### src/rtl/tc_pkg.sv
// Shared definitions for the two's-complement serial deserializer.
package tc_pkg;

    localparam int unsigned WIDTH_DEFAULT = 8;

    typedef enum logic {
        IDLE,
        RECV
    } state_e;

endpackage

### src/rtl/tc_neg_bit.sv
// One step of serial two's-complement negation: bits are copied through the first 1,
// and every bit after it is inverted.
module tc_neg_bit (
    input  logic i_bit,
    input  logic i_start,
    input  logic i_seen,
    output logic o_nbit
);

    // A start bit opens a new word, so an earlier 1 must not cause inversion.
    assign o_nbit = i_bit ^ (i_seen & ~i_start);

endmodule

### src/rtl/tc_deser.sv
// LSB-first serial deserializer for two's-complement words. Reports the raw word,
// its magnitude, sign and most-negative overflow one cycle after the last bit.
module tc_deser
    import tc_pkg::*;
#(
    parameter int unsigned WIDTH = WIDTH_DEFAULT
) (
    input  logic             clk,
    input  logic             rst,
    input  logic             i,
    input  logic             r,
    output logic [WIDTH-1:0] data,
    output logic [WIDTH-1:0] mag,
    output logic             neg,
    output logic             ovf,
    output logic             valid,
    output logic             err
);

    localparam int unsigned CW = $clog2(WIDTH);
    localparam logic [CW-1:0] CNT_LAST = CW'(WIDTH - 1);

    state_e           r_state, w_state_d;
    logic [CW-1:0]    r_cnt, w_cnt_d;
    logic             r_seen, w_seen_d;
    logic [WIDTH-1:0] r_raw, w_raw_d;
    logic [WIDTH-1:0] r_negw, w_negw_d;
    logic [WIDTH-1:0] r_data, w_data_d;
    logic [WIDTH-1:0] r_mag, w_mag_d;
    logic             r_neg, w_neg_d;
    logic             r_ovf, w_ovf_d;
    logic             r_valid, w_valid_d;
    logic             r_err, w_err_d;
    logic             w_nbit;

    tc_neg_bit u_neg_bit (
        .i_bit   (i),
        .i_start (r),
        .i_seen  (r_seen),
        .o_nbit  (w_nbit)
    );

    always_ff @(posedge clk) begin
        if (rst) begin
            r_state <= IDLE;
            r_cnt   <= '0;
            r_seen  <= 1'b0;
            r_raw   <= '0;
            r_negw  <= '0;
            r_data  <= '0;
            r_mag   <= '0;
            r_neg   <= 1'b0;
            r_ovf   <= 1'b0;
            r_valid <= 1'b0;
            r_err   <= 1'b0;
        end else begin
            r_state <= w_state_d;
            r_cnt   <= w_cnt_d;
            r_seen  <= w_seen_d;
            r_raw   <= w_raw_d;
            r_negw  <= w_negw_d;
            r_data  <= w_data_d;
            r_mag   <= w_mag_d;
            r_neg   <= w_neg_d;
            r_ovf   <= w_ovf_d;
            r_valid <= w_valid_d;
            r_err   <= w_err_d;
        end
    end

    always_comb begin
        w_state_d = r_state;
        w_cnt_d   = r_cnt;
        w_seen_d  = r_seen;
        w_raw_d   = r_raw;
        w_negw_d  = r_negw;
        w_data_d  = r_data;
        w_mag_d   = r_mag;
        w_neg_d   = r_neg;
        w_ovf_d   = r_ovf;
        w_valid_d = 1'b0;
        w_err_d   = 1'b0;

        if (r) begin
            // Frame start wins in any state; a partial word in RECV is dropped.
            w_raw_d     = '0;
            w_raw_d[0]  = i;
            w_negw_d    = '0;
            w_negw_d[0] = w_nbit;
            w_seen_d    = i;
            w_cnt_d     = CW'(1);
            w_state_d   = RECV;
            w_err_d     = (r_state == RECV);
        end else if (r_state == RECV) begin
            w_raw_d[r_cnt]  = i;
            w_negw_d[r_cnt] = w_nbit;
            w_seen_d        = r_seen | i;
            if (r_cnt == CNT_LAST) begin
                w_data_d  = w_raw_d;
                w_neg_d   = i;
                w_mag_d   = i ? w_negw_d : w_raw_d;
                w_ovf_d   = i && (w_raw_d[WIDTH-2:0] == '0);
                w_valid_d = 1'b1;
                w_cnt_d   = '0;
                w_state_d = IDLE;
            end else begin
                w_cnt_d = r_cnt + CW'(1);
            end
        end
    end

    assign data  = r_data;
    assign mag   = r_mag;
    assign neg   = r_neg;
    assign ovf   = r_ovf;
    assign valid = r_valid;
    assign err   = r_err;

endmodule

### config.mk
export PLATFORM = sky130hd
export DESIGN_NAME = tc_deser
export DESIGN_NICKNAME = d
export VERILOG_FILES = /design/src/rtl/tc_pkg.sv /design/src/rtl/tc_neg_bit.sv /design/src/rtl/tc_deser.sv
export SDC_FILE = /design/constraint.sdc
export NUM_CORES = 1
export LEC_CHECK = 0
export CAP_MARGIN = 20
export CORE_UTILIZATION = 33
export CTS_CLUSTER_DIAMETER = 200
export DETAILED_ROUTE_END_ITERATION = 8
export MAX_ROUTING_LAYER = met4
export SLEW_MARGIN = 20
export SYNTH_ARGS = -nofsm -noshare
export SYNTH_HDL_FRONTEND = slang
export SYNTH_SLANG_ARGS = --single-unit
### constraint.sdc
create_clock -name clk -period 2.9 [get_ports clk]
set_clock_uncertainty 0.1 [all_clocks]
set_input_delay 0.435 -clock clk [delete_from_list [all_inputs] [get_ports clk]]
set_output_delay 0.435 -clock clk [all_outputs]
set_load 0.01 [all_outputs]
==> impl_metrics.sql <==
INSERT INTO impl_metrics (metric_group, metric, value, unit) VALUES
('cells_and_area', 'final_net_count', '233', ''),
('drt', 'route.vias.total', '1487', ''),
('drt', 'post-route-drc-count', '0', ''),
('power_and_ir_drop', 'power_leakage', '0.000764', 'uW'),
('synthesis', 'yosysWarningCount', '0', ''),
('hold_path', 'min_to', 'neg', ''),
('worst_setup_path', 'launching_point_of_the_worst_reg2reg_path', 'r_cnt[0]', ''),
('sta', 'period_share', '75.7', '%'),
('synthesis', 'synthCells', '211', ''),
('drt', 'drt_initial_violations', '81', ''),
('run_status', 'outcome', 'complete, no violations', ''),
('sta', 'report.final.hold_viol_count', '0', ''),
('worst_setup_path', 'timing.setup.critical_path_class', 'flip-flop to flip-flop', ''),
('sta', 'worst-slew-pin-transition', '677', 'ps'),
('power_and_ir_drop', 'power.internal', '882', 'uW'),
('clock_tree', 'cts_hold_buf', '0', ''),
('power_and_ir_drop', 'power_after_layout', '1140', 'uW'),
('hold_path', 'hold_path_startpoint', 'neg', ''),
('power_and_ir_drop', 'comb_power_share', '7.1', '%'),
('sta', 'relSlewSlack', '54.7', '%'),
('clock_tree', 'postCtsSetupRepairBufs', '0', ''),
('cells_and_area', 'fin_util', '41.0', '%'),
('worst_setup_path', 'cp.arrival', '2340', 'ps'),
('place', 'place.port_buffers', '23', ''),
('synthesis', 'synth_seq_area_share', '42.4', '%'),
('floorplan', 'core_area', '5570', 'um^2'),
('clock_tree', 'clock-sinks', '41', ''),
('power_and_ir_drop', 'peak_vdd_ir', '176', 'uV'),
('clock_tree', 'ctsResizeCount', '0', ''),
('synthesis', 'syn_std_cell_area', '1930', 'um^2'),
('clock_tree', 'root_buffer', 'clkbuf_8', ''),
('drt', 'dr_wl_met2', '1.81', 'mm'),
('synthesis', 'synth_cell_type_count', '38', ''),
('floorplan', 'die-area', '6170', 'um^2'),
('synthesis', 'postSynth.asyncResetShare', '0', '%'),
('global_routing', 'first_pass_grt_wire_length', '6.78', 'mm'),
('worst_setup_path', 'worst_ep_required_time', '3040', 'ps'),
('synthesis', 'yosys-top-cells-area', 'dfxtp_1 (42%), a21oi_1 (6.5%), nand2_1 (5.4%)', ''),
('worst_setup_path', 'r2r_end', 'mag[2]', ''),
('cells_and_area', 'final_design_area_no_fill', '2280', 'um^2'),
('drt', 'detail_route.wl_per_cell', '13.3', 'um'),
('power_and_ir_drop', 'power.density', '499', 'nW/um^2'),
('floorplan', 'fp.dieH', '78.6', 'um'),
('power_and_ir_drop', 'switching_power', '258', 'uW'),
('floorplan', 'initial_core_util', '34.7', '%'),
('hold_path', 'min_path_cells', '2', ''),
('cells_and_area', 'area.sequential', '821', 'um^2'),
('worst_setup_path', 'setup.reg_to_reg.worst_slack', '700', 'ps'),
('worst_setup_path', 'crit_path_end_kind', 'flip-flop', ''),
('synthesis', 'dominant_register_cell_in_the_synthesized_netlist', 'dfxtp_1', ''),
('hold_path', 'min-delay-path-class', 'flip-flop to flip-flop', ''),
('global_routing', 'grt-ovfl-total', '0', ''),
('sta', 'fmaxAchievable', '0.456', 'GHz'),
('clock_tree', 'insertion_delay', '290', 'ps'),
('global_routing', 'grt_start_max_net_pins', '20', ''),
('sta', 'timing_max_transition_violations_final', '0', ''),
('synthesis', 'yosys_register_bits', '41', ''),
('floorplan', 'io_pins', '24', ''),
('cells_and_area', 'area_growth', '18.1', '%'),
('synthesis', 'synth_edf_count', '0', ''),
('sta', 'min_period', '2200', 'ps'),
('drt', 'route.antenna.remaining_nets', '0', ''),
('synthesis', 'syn_nets', '217', ''),
('worst_setup_path', 'start_kind', 'flip-flop', ''),
('place', 'detailed_place.area', '2170', 'um^2'),
('global_routing', 'antenna_found_initial', '0', ''),
('drt', 'top_layer', 'met4', ''),
('drt', 'finalWirelength', '3.98', 'mm'),
('clock_tree', 'cts.clk_slew.worst_paths', '80', 'ps'),
('global_routing', 'grt.total_usage', '14.7', '%'),
('floorplan', 'rows', '27', '');
[metrics by stage]
step                      std cells  hold WS, ps  worst slack, ps
after global routing            300          388              553
after global placement          292          336              628
after floorplan                 211          332             1150
after detailed placement        292          334              587
final                           300          343              705
after CTS                       300          347              676
[cells in the final DEF, fill, tap and decap left out, drive strengths merged, types with 5 or more instances in the layout]
master         count
clkbuf             7
mux2i              9
o21ai             13
clkdlybuf4s50     23
a211oi             5
nor2              18
dfxtp             41
nor2b              6
nor3               9
a21oi             25
nand2             29
a221o              5
nand3              9
[critical path: stages, from the launching register on]
cell	delay (ps)
dfxtp_1	580
ha_1	220
ha_1	290
nand4bb_4	280
inv_2	160
nand2_4	110
a211oi_1	270
a221o_1	130
[logic make-up after synthesis]
kind of cell	share of synthesized area, %
and+or+nand+nor	26.1
AOI/OAI and AO/OA	16.6
DFF	42.4
buffers and inverters	5.63
muxes	4.66
xor gates and xnor gates	3.30
adders and majority gates	1.29
[Yosys cell counts (2+ instances only)]
cell type,n
dfxtp_1,41
nand2_1,28
a21oi_1,25
nor2_1,18
o21ai_0,13
mux2i_1,9
nand3_1,9
nor3_1,8
buf_2,6
nor2b_1,6
a211oi_1,5
a221o_1,5
buf_4,5
and3b_2,3
nor4b_2,3
buf_6,2
clkbuf_1,2
ha_1,2
nor3b_4,2
[routing by layer]
layer,global-route usage (%),vias to the layer above
met5,-,-
met4,7.22,0
met3,2.79,7
met2,22.8,20
met1,18.1,688
li1,-,772
[state kept, by name (all words and copies together) (netlist names)]
signal and flops:
mag 8, r_negw 8, r_state 1, neg 1
r_cnt 3, data 8, r_raw 8, err 1
ovf 1, r_seen 1, valid 1
[power by group through the flow]
| stage | logic, uW | clock network, uW | registers, uW |
|---|---|---|---|
| after floorplan | 71.5 | 0 | 588 |
| after global placement | 81.0 | 0 | 597 |
| after detailed placement | 81.7 | 0 | 597 |
| after CTS | 81.9 | 485 | 583 |
| after global routing | 90.1 | 513 | 585 |
| final | 81.3 | 475 | 583 |
[area by class of cell]
cell class,count,share of cell area [%]
Multi-Input combinational cell,152,44.0
Sequential cell,41,35.9
Timing Repair Buffer,25,10.7
Tap cell,72,3.94
Clock buffer,7,3.78
Clock inverter,1,1.31
Inverter,2,0.329
[worst max path at each step]
stage	start	end	slack [ps]	cells past startpoint
6_report	r_cnt[0]	mag[2]	700	7
5_1_grt	r_cnt[0]	mag[4]	550	7
4_1_cts	r_cnt[0]	mag[7]	680	7
3_5_place_dp	rst	mag[7]	590	6
3_3_place_gp	rst	mag[7]	630	6
2_1_floorplan	r_cnt[1]	mag[6]	1150	7
No activity file was read; power rests on OpenSTA's default activity.
